File: src/rtl/mux4_rr_sched_if.sv
// Bundle of the request/data/grant/output signals of mux4_rr_sched.
//   master : requester/consumer side (drives req, a..d, y_ready; watches grant and y)
//   slave  : scheduler side (drives gnt, s1:s0, y, y_valid, busy)
// Optional feature macro: MUX4_SCHED_LOCK_EN adds the 1-bit lock signal.
interface mux4_rr_sched_if #(
    parameter int unsigned DW = 8
);
    logic [3:0]    req;
    logic [DW-1:0] a;
    logic [DW-1:0] b;
    logic [DW-1:0] c;
    logic [DW-1:0] d;
    logic [3:0]    gnt;
    logic          s0;
    logic          s1;
    logic [DW-1:0] y;
    logic          y_valid;
    logic          y_ready;
    logic          busy;
`ifdef MUX4_SCHED_LOCK_EN
    logic          lock;

    modport master (
        output req, a, b, c, d, y_ready, lock,
        input  gnt, s0, s1, y, y_valid, busy
    );
    modport slave (
        input  req, a, b, c, d, y_ready, lock,
        output gnt, s0, s1, y, y_valid, busy
    );
`else
    modport master (
        output req, a, b, c, d, y_ready,
        input  gnt, s0, s1, y, y_valid, busy
    );
    modport slave (
        input  req, a, b, c, d, y_ready,
        output gnt, s0, s1, y, y_valid, busy
    );
`endif
endinterface

File: src/rtl/mux4_rr_sched.sv
// Round-robin scheduler sharing one 4:1 mux between requesters a,b,c,d.
// Drives the mux select s1:s0 and a one-hot grant, captures the selected data
// into a registered valid/ready output stage, and caps each grant at HOLD_MAX beats.
// Ports:
//   clk   : clock, rising edge
//   rst_n : asynchronous active-low reset
//   bus   : mux4_rr_sched_if.slave (req, a..d, y_ready in; gnt, s0, s1, y, y_valid, busy out)
// Optional feature macro: MUX4_SCHED_LOCK_EN -- bus.lock=1 suppresses the HOLD_MAX release.
module mux4_rr_sched #(
    parameter int unsigned DW       = 8,
    parameter int unsigned HOLD_MAX = 4
) (
    input logic               clk,
    input logic               rst_n,
    mux4_rr_sched_if.slave    bus
);

    typedef enum logic [0:0] {StIdle, StGrant} state_e;

    localparam logic [3:0] HoldMax = 4'(HOLD_MAX);

    state_e        state_q, state_d;
    logic [1:0]    ptr_q, ptr_d;
    logic [1:0]    idx_q, idx_d;
    logic [3:0]    beat_cnt_q, beat_cnt_d;
    logic [DW-1:0] y_q, y_d;
    logic          y_valid_q, y_valid_d;

    logic          take;
    logic          beat;
    logic          lock_hold;
    logic [1:0]    pick;
    logic [DW-1:0] mux_out;
    logic [3:0]    cnt_inc;

`ifdef MUX4_SCHED_LOCK_EN
    assign lock_hold = bus.lock;
`else
    assign lock_hold = 1'b0;
`endif

    // Output stage can accept a beat when empty or being drained this cycle.
    assign take = !y_valid_q || bus.y_ready;
    assign beat = (state_q == StGrant) && bus.req[idx_q] && take;

    // Saturate so a long locked grant cannot wrap back below HOLD_MAX.
    assign cnt_inc = (beat_cnt_q == 4'hF) ? 4'hF : beat_cnt_q + 4'd1;

    // First set request at or after ptr; scan backwards so the nearest one wins.
    always_comb begin
        pick = ptr_q;
        for (int k = 3; k >= 0; k--) begin
            if (bus.req[ptr_q + 2'(k)]) begin
                pick = ptr_q + 2'(k);
            end
        end
    end

    always_comb begin
        unique case (idx_q)
            2'd0:    mux_out = bus.a;
            2'd1:    mux_out = bus.b;
            2'd2:    mux_out = bus.c;
            default: mux_out = bus.d;
        endcase
    end

    always_comb begin
        state_d    = state_q;
        ptr_d      = ptr_q;
        idx_d      = idx_q;
        beat_cnt_d = beat_cnt_q;
        y_d        = y_q;
        y_valid_d  = y_valid_q;

        unique case (state_q)
            StIdle: begin
                if (bus.req != 4'b0000) begin
                    state_d    = StGrant;
                    idx_d      = pick;
                    beat_cnt_d = 4'd0;
                end
            end
            StGrant: begin
                if (!bus.req[idx_q]) begin
                    state_d = StIdle;
                    ptr_d   = idx_q + 2'd1;
                end else if (take) begin
                    beat_cnt_d = cnt_inc;
                    if ((cnt_inc >= HoldMax) && !lock_hold) begin
                        state_d = StIdle;
                        ptr_d   = idx_q + 2'd1;
                    end
                end
                // A stall (take=0) holds the grant with the count frozen.
            end
            default: state_d = StIdle;
        endcase

        if (beat) begin
            y_d       = mux_out;
            y_valid_d = 1'b1;
        end else if (y_valid_q && bus.y_ready) begin
            y_valid_d = 1'b0;
        end
    end

    always_ff @(posedge clk or negedge rst_n) begin
        if (!rst_n) begin
            state_q    <= StIdle;
            ptr_q      <= 2'd0;
            idx_q      <= 2'd0;
            beat_cnt_q <= 4'd0;
            y_q        <= '0;
            y_valid_q  <= 1'b0;
        end else begin
            state_q    <= state_d;
            ptr_q      <= ptr_d;
            idx_q      <= idx_d;
            beat_cnt_q <= beat_cnt_d;
            y_q        <= y_d;
            y_valid_q  <= y_valid_d;
        end
    end

    // Select comes straight from the granted index, so it holds through IDLE.
    assign bus.gnt     = (state_q == StGrant) ? (4'b0001 << idx_q) : 4'b0000;
    assign bus.s0      = idx_q[0];
    assign bus.s1      = idx_q[1];
    assign bus.y       = y_q;
    assign bus.y_valid = y_valid_q;
    assign bus.busy    = (state_q == StGrant);

endmodule

File: src/flat_wrapper.sv
// flat-port wrapper written by rule: the top's interface ports become plain ports
module mux4_rr_sched_flat 
#(
    parameter int unsigned DW       = 8,
    parameter int unsigned HOLD_MAX = 4
)
  (clk, rst_n, bus_req, bus_a, bus_b, bus_c, bus_d, bus_y_ready, bus_gnt, bus_s0, bus_s1, bus_y, bus_y_valid, bus_busy);
  mux4_rr_sched_if #(.DW(DW)) bus_i ();
  input logic clk;
  input logic rst_n;
  input wire logic [$bits(bus_i.req)-1:0] bus_req;
  input wire logic [$bits(bus_i.a)-1:0] bus_a;
  input wire logic [$bits(bus_i.b)-1:0] bus_b;
  input wire logic [$bits(bus_i.c)-1:0] bus_c;
  input wire logic [$bits(bus_i.d)-1:0] bus_d;
  input wire logic [$bits(bus_i.y_ready)-1:0] bus_y_ready;
  output wire logic [$bits(bus_i.gnt)-1:0] bus_gnt;
  output wire logic [$bits(bus_i.s0)-1:0] bus_s0;
  output wire logic [$bits(bus_i.s1)-1:0] bus_s1;
  output wire logic [$bits(bus_i.y)-1:0] bus_y;
  output wire logic [$bits(bus_i.y_valid)-1:0] bus_y_valid;
  output wire logic [$bits(bus_i.busy)-1:0] bus_busy;
  assign bus_i.req = bus_req;
  assign bus_i.a = bus_a;
  assign bus_i.b = bus_b;
  assign bus_i.c = bus_c;
  assign bus_i.d = bus_d;
  assign bus_i.y_ready = bus_y_ready;
  assign bus_gnt = bus_i.gnt;
  assign bus_s0 = bus_i.s0;
  assign bus_s1 = bus_i.s1;
  assign bus_y = bus_i.y;
  assign bus_y_valid = bus_i.y_valid;
  assign bus_busy = bus_i.busy;
  mux4_rr_sched #(.DW(DW), .HOLD_MAX(HOLD_MAX)) u_core (.clk(clk), .rst_n(rst_n), .bus(bus_i));
endmodule
File: config.mk
export PLATFORM = sky130hd
export DESIGN_NAME = mux4_rr_sched_flat
export DESIGN_NICKNAME = d
export VERILOG_FILES = /design/src/rtl/mux4_rr_sched_if.sv /design/src/rtl/mux4_rr_sched.sv /design/src/flat_wrapper.sv
export SDC_FILE = /design/constraint.sdc
export NUM_CORES = 1
export LEC_CHECK = 0
export BUFFER_PORTS_ARGS = -buffer_cell sky130_fd_sc_hd__buf_4
export CAP_MARGIN = 5
export CORE_MARGIN = 2
export CORE_UTILIZATION = 45
export CTS_BUF_LIST = sky130_fd_sc_hd__clkbuf_8
export CTS_CLUSTER_DIAMETER = 100
export DETAILED_ROUTE_END_ITERATION = 6
export HOLD_SLACK_MARGIN = 0.08
export PLACE_DENSITY = 0.78
export SYNTH_ARGS = -nofsm -noshare
export SYNTH_HDL_FRONTEND = slang
export SYNTH_SLANG_ARGS = --single-unit
File: constraint.sdc
create_clock -name clk -period 2.31 [get_ports clk]
set_input_delay 0.5775 -clock clk [delete_from_list [all_inputs] [get_ports clk]]
set_output_delay 0.5775 -clock clk [all_outputs]
set_load 0.01 [all_outputs]
==> metrics list <==
* Via count of the first global-routing pass: 1000
- RSZ-0062 raised after global routing: false
- For the final database, setup skew stands at roughly 3.5 ps.
- Crit end category: primary output
- Compared with the post-synthesis result, the final layout area differs by 40.6%.
* Commonest register cell after synthesis: sky130_fd_sc_hd__dfrtp_1
- For this run the aggregate overflow at the end of global routing stands at 0.
- Final nets: 220
- For this configuration, the core starts out at a cell density of between 40% and 50%.
- Fraction of synthesis flops using an asynchronous set or reset pin: 100%
* Routed wire length per instance: 14.0 um
- The first global-routing pass estimated 4.05 mm of wire.
* Post-Syn Instances: roughly 120
- Die Y-Extent: ~54 um
- During placement, the flow inserted port buffers numbering 54.
* Floorplan Core Area: ~0.0024 mm2
- The final hold violation count was 0.
- At the placement stage, the worst setup path has a slack of 387 ps.
- The tightest min-delay check is of the in -> async type.
- Leakage power total: 0.787 nW
- DRC marker count from the first detailed-route iteration: 25
- Cells with a size suffix above 1 make up between 30% and 40% of the layout.
* Ant diodes: 0
- Overall die area: roughly 0.003 mm2
- The tree built by TritonCTS fans out to 18 sinks.
- Count of unresolved DRC violations after routing: 0
- Yosys attributes the largest share of cell area to sky130_fd_sc_hd__dfrtp_1, sky130_fd_sc_hd__a222oi_1, sky130_fd_sc_hd__ha_1, sky130_fd_sc_hd__a21oi_1, sky130_fd_sc_hd__o21ai_0.
- At the end of routability-driven placement, the weighted congestion stood at 0.806.
- Entering global routing, the biggest net connects 23 pins.
- Startpoint Class: register
* Clock tree root buffer cell: sky130_fd_sc_hd__clkbuf_8
- Beginning of the critical path: u_core.idx_q[1]$_DFFE_PN0P_
- After synthesis, flip-flops and latches occupy 40.1% of the total area.
- Router iterations before antenna repair: 5
- The worst path uses 90.1% of the clock period.
- Number of distinct library cells after synthesis: 33
- Clock-pin slew was measured on the worst setup and hold paths at 60 ps.
- Total detailed-routing wirelength: 2.84 mm
* Number of warnings printed during yosys synthesis: 0
- Maximum resistive drop on vdd: 759 uV
* I/O Pins: 55
- The die is 54.0 um wide.
* Clock latency on the worst-skew pair: between 200 and 300 ps
* Number of flip-flops and latches in the synthesized netlist: 18
* FP Rows: 18
* Reg-to-Reg Start: u_core.beat_cnt_q[0]$_DFFE_PN0P_
- Global routing used 19.0% of the available tracks across all layers.
- The clock passes through at most 2 buffers.
- The final count of pins violating max slew was 0.
- For the worst setup path, the data required time is 1730 ps.
- Based on the critical path, the design can be clocked at up to just under 500 MHz.
- The synthesized design devotes to its leading area cell type 40.1% of total area.
* Max capacitance violation total: 0
* Via count normalized by instance count: around 5.7
- TritonCTS built the clock tree.
- Most common cell after layout, fill and taps aside: sky130_fd_sc_hd__buf_4
- Most frequent cells in the layout: sky130_fd_sc_hd__buf_4, sky130_fd_sc_hd__dfrtp_1, sky130_fd_sc_hd__nand2_1, sky130_fd_sc_hd__a21oi_1, sky130_fd_sc_hd__o21ai_0
- Initial antenna violation count: 0
* Relative slew slack: 66.7%
- Syn Std Cell Area: 0.00112 mm2
- The flow ran to the end, and the final reports show no timing, DRC or antenna violations.
* Total area of sequential cells: 450 um2
- Post-DP HPWL: 2.20 mm
- Mapped Nets: 167
- Largest area contributor in the synthesized netlist: sky130_fd_sc_hd__dfrtp_1
- For the worst setup path, the data arrival time is 1500 ps.
- Worst Tran Pin Value: ~500 ps
* H-Tree Depth: 1
- Type of the setup path with the least slack: reg -> out
- Total power density per cell area: 1160 mW/mm2
- The filler cells instantiated in the layout total 196.
* Area of the multi-input gates: 612 um2
* TritonCTS Buffers: 3
* Cts hold-fix bufs: 0
- Worst hold slack: 188 ps
- Minimum setup slack in the final design: 229 ps
- Total setup violations reported at the end of the flow: 0
- Each instance of the synthesized netlist takes up on average 9.21 um2.
* Via total after detailed routing: about 1200
- Number of synthesized flops with an enable pin: 0
- Setup TNS Final: 0 ps
* Number of instances resized during post-cts repair: 0
- Subtracting the final worst setup slack from the clock period gives about 2100 ps.
* Buffers inserted during post-CTS setup optimization: 0
* Crit path max fanout: 9
- Antenna viol nets, final: 0
==> logic make-up (layout without fill, tap and decap cells) <==
| family | after synthesis | in the layout | share of synthesized area, % |
|---|---|---|---|
| multiplexers | 4 | 4 | 5.12 |
| buffers and inverters | 14 | 65 | 5.46 |
| AND/OR/NAND/NOR | 36 | 36 | 15.6 |
| adder cells (fa/ha/maj) | 6 | 6 | 6.68 |
| flip-flops | 18 | 18 | 40.1 |
| AO/OA/AOI/OAI | 44 | 44 | 27.1 |
==> report_power, final <==
part / total [W] / switching [W] / internal, W
clock network: 0.000209 / 0.0000936 / 0.000115
logic: 0.00103 / 0.000526 / 0.000506
registers: 0.000589 / 0.000144 / 0.000446
==> cells in the mapped netlist, types with 2 or more instances <==
library cell and count:
sky130_fd_sc_hd__a21oi_1 13, sky130_fd_sc_hd__a222oi_1 8, sky130_fd_sc_hd__and2_1 5, sky130_fd_sc_hd__clkbuf_1 4
sky130_fd_sc_hd__dfrtp_1 18, sky130_fd_sc_hd__ha_1 6, sky130_fd_sc_hd__inv_1 7, sky130_fd_sc_hd__mux2i_1 2
sky130_fd_sc_hd__nand2_1 13, sky130_fd_sc_hd__nand2b_1 3, sky130_fd_sc_hd__nand3_1 2, sky130_fd_sc_hd__nor2_1 8
sky130_fd_sc_hd__o21ai_0 12, sky130_fd_sc_hd__o311a_1 2
==> metal layers <==
metal / wire [um] / track usage, %
met3: 305 / 2.78
met4: 37 / 8.75
met5: 0 / 0
met1: 1170 / 21.4
met2: 1330 / 34.8
==> layout make-up <==
| type | count | area share [%] |
|---|---|---|
| Clock buffer | 3 | 2.61 |
| Inverter | 7 | 1.66 |
| Multi-Input combinational cell | 90 | 38.7 |
| Sequential cell | 18 | 28.5 |
| Tap cell | 30 | 2.38 |
| Timing Repair Buffer | 55 | 26.1 |
==> sequential cells by signal (all words and copies together), names as in the netlist <==
name,cells
u_core.idx_q,2
u_core.bus.y_valid,1
u_core.beat_cnt_q,4
u_core.ptr_q,2
u_core.bus.y,8
u_core.bus.busy,1
==> path summary, 6_finish.rpt <==
check                                                    to  slack [ps]  depth (start not counted)
worst max-delay path                             bus_gnt[0]         230                          4
worst min-delay path            u_core.bus.y[3]$_DFFE_PN0P_         190                          1
worst max register to register  u_core.ptr_q[1]$_DFFE_PN0P_         520                          5
worst min register to register  u_core.bus.y[6]$_DFFE_PN0P_         480                          2
max in group asynchronous       u_core.bus.y[6]$_DFFE_PN0P_        1930                          1
min in group clk                u_core.bus.y[6]$_DFFE_PN0P_         480                          2
==> critical path: stages, from the launching register on <==
cell and delay [ps]:
sky130_fd_sc_hd__dfrtp_1 490, sky130_fd_sc_hd__inv_1 100, sky130_fd_sc_hd__ha_1 320, sky130_fd_sc_hd__and2_1 210
sky130_fd_sc_hd__buf_4 140
==> metrics by stage <==
step,total power (W),std cells,cell area [um2],util [%]
after floorplan,0.00124,122,1120,-
after global placement,0.00159,200,1540,63.9
after detailed placement,0.00163,200,1540,63.9
after CTS,0.00184,203,1580,65.6
after global routing,0.00199,203,1580,65.6
final,0.00183,203,1580,65.6
Note: power is estimated with default switching activity, not from simulation.
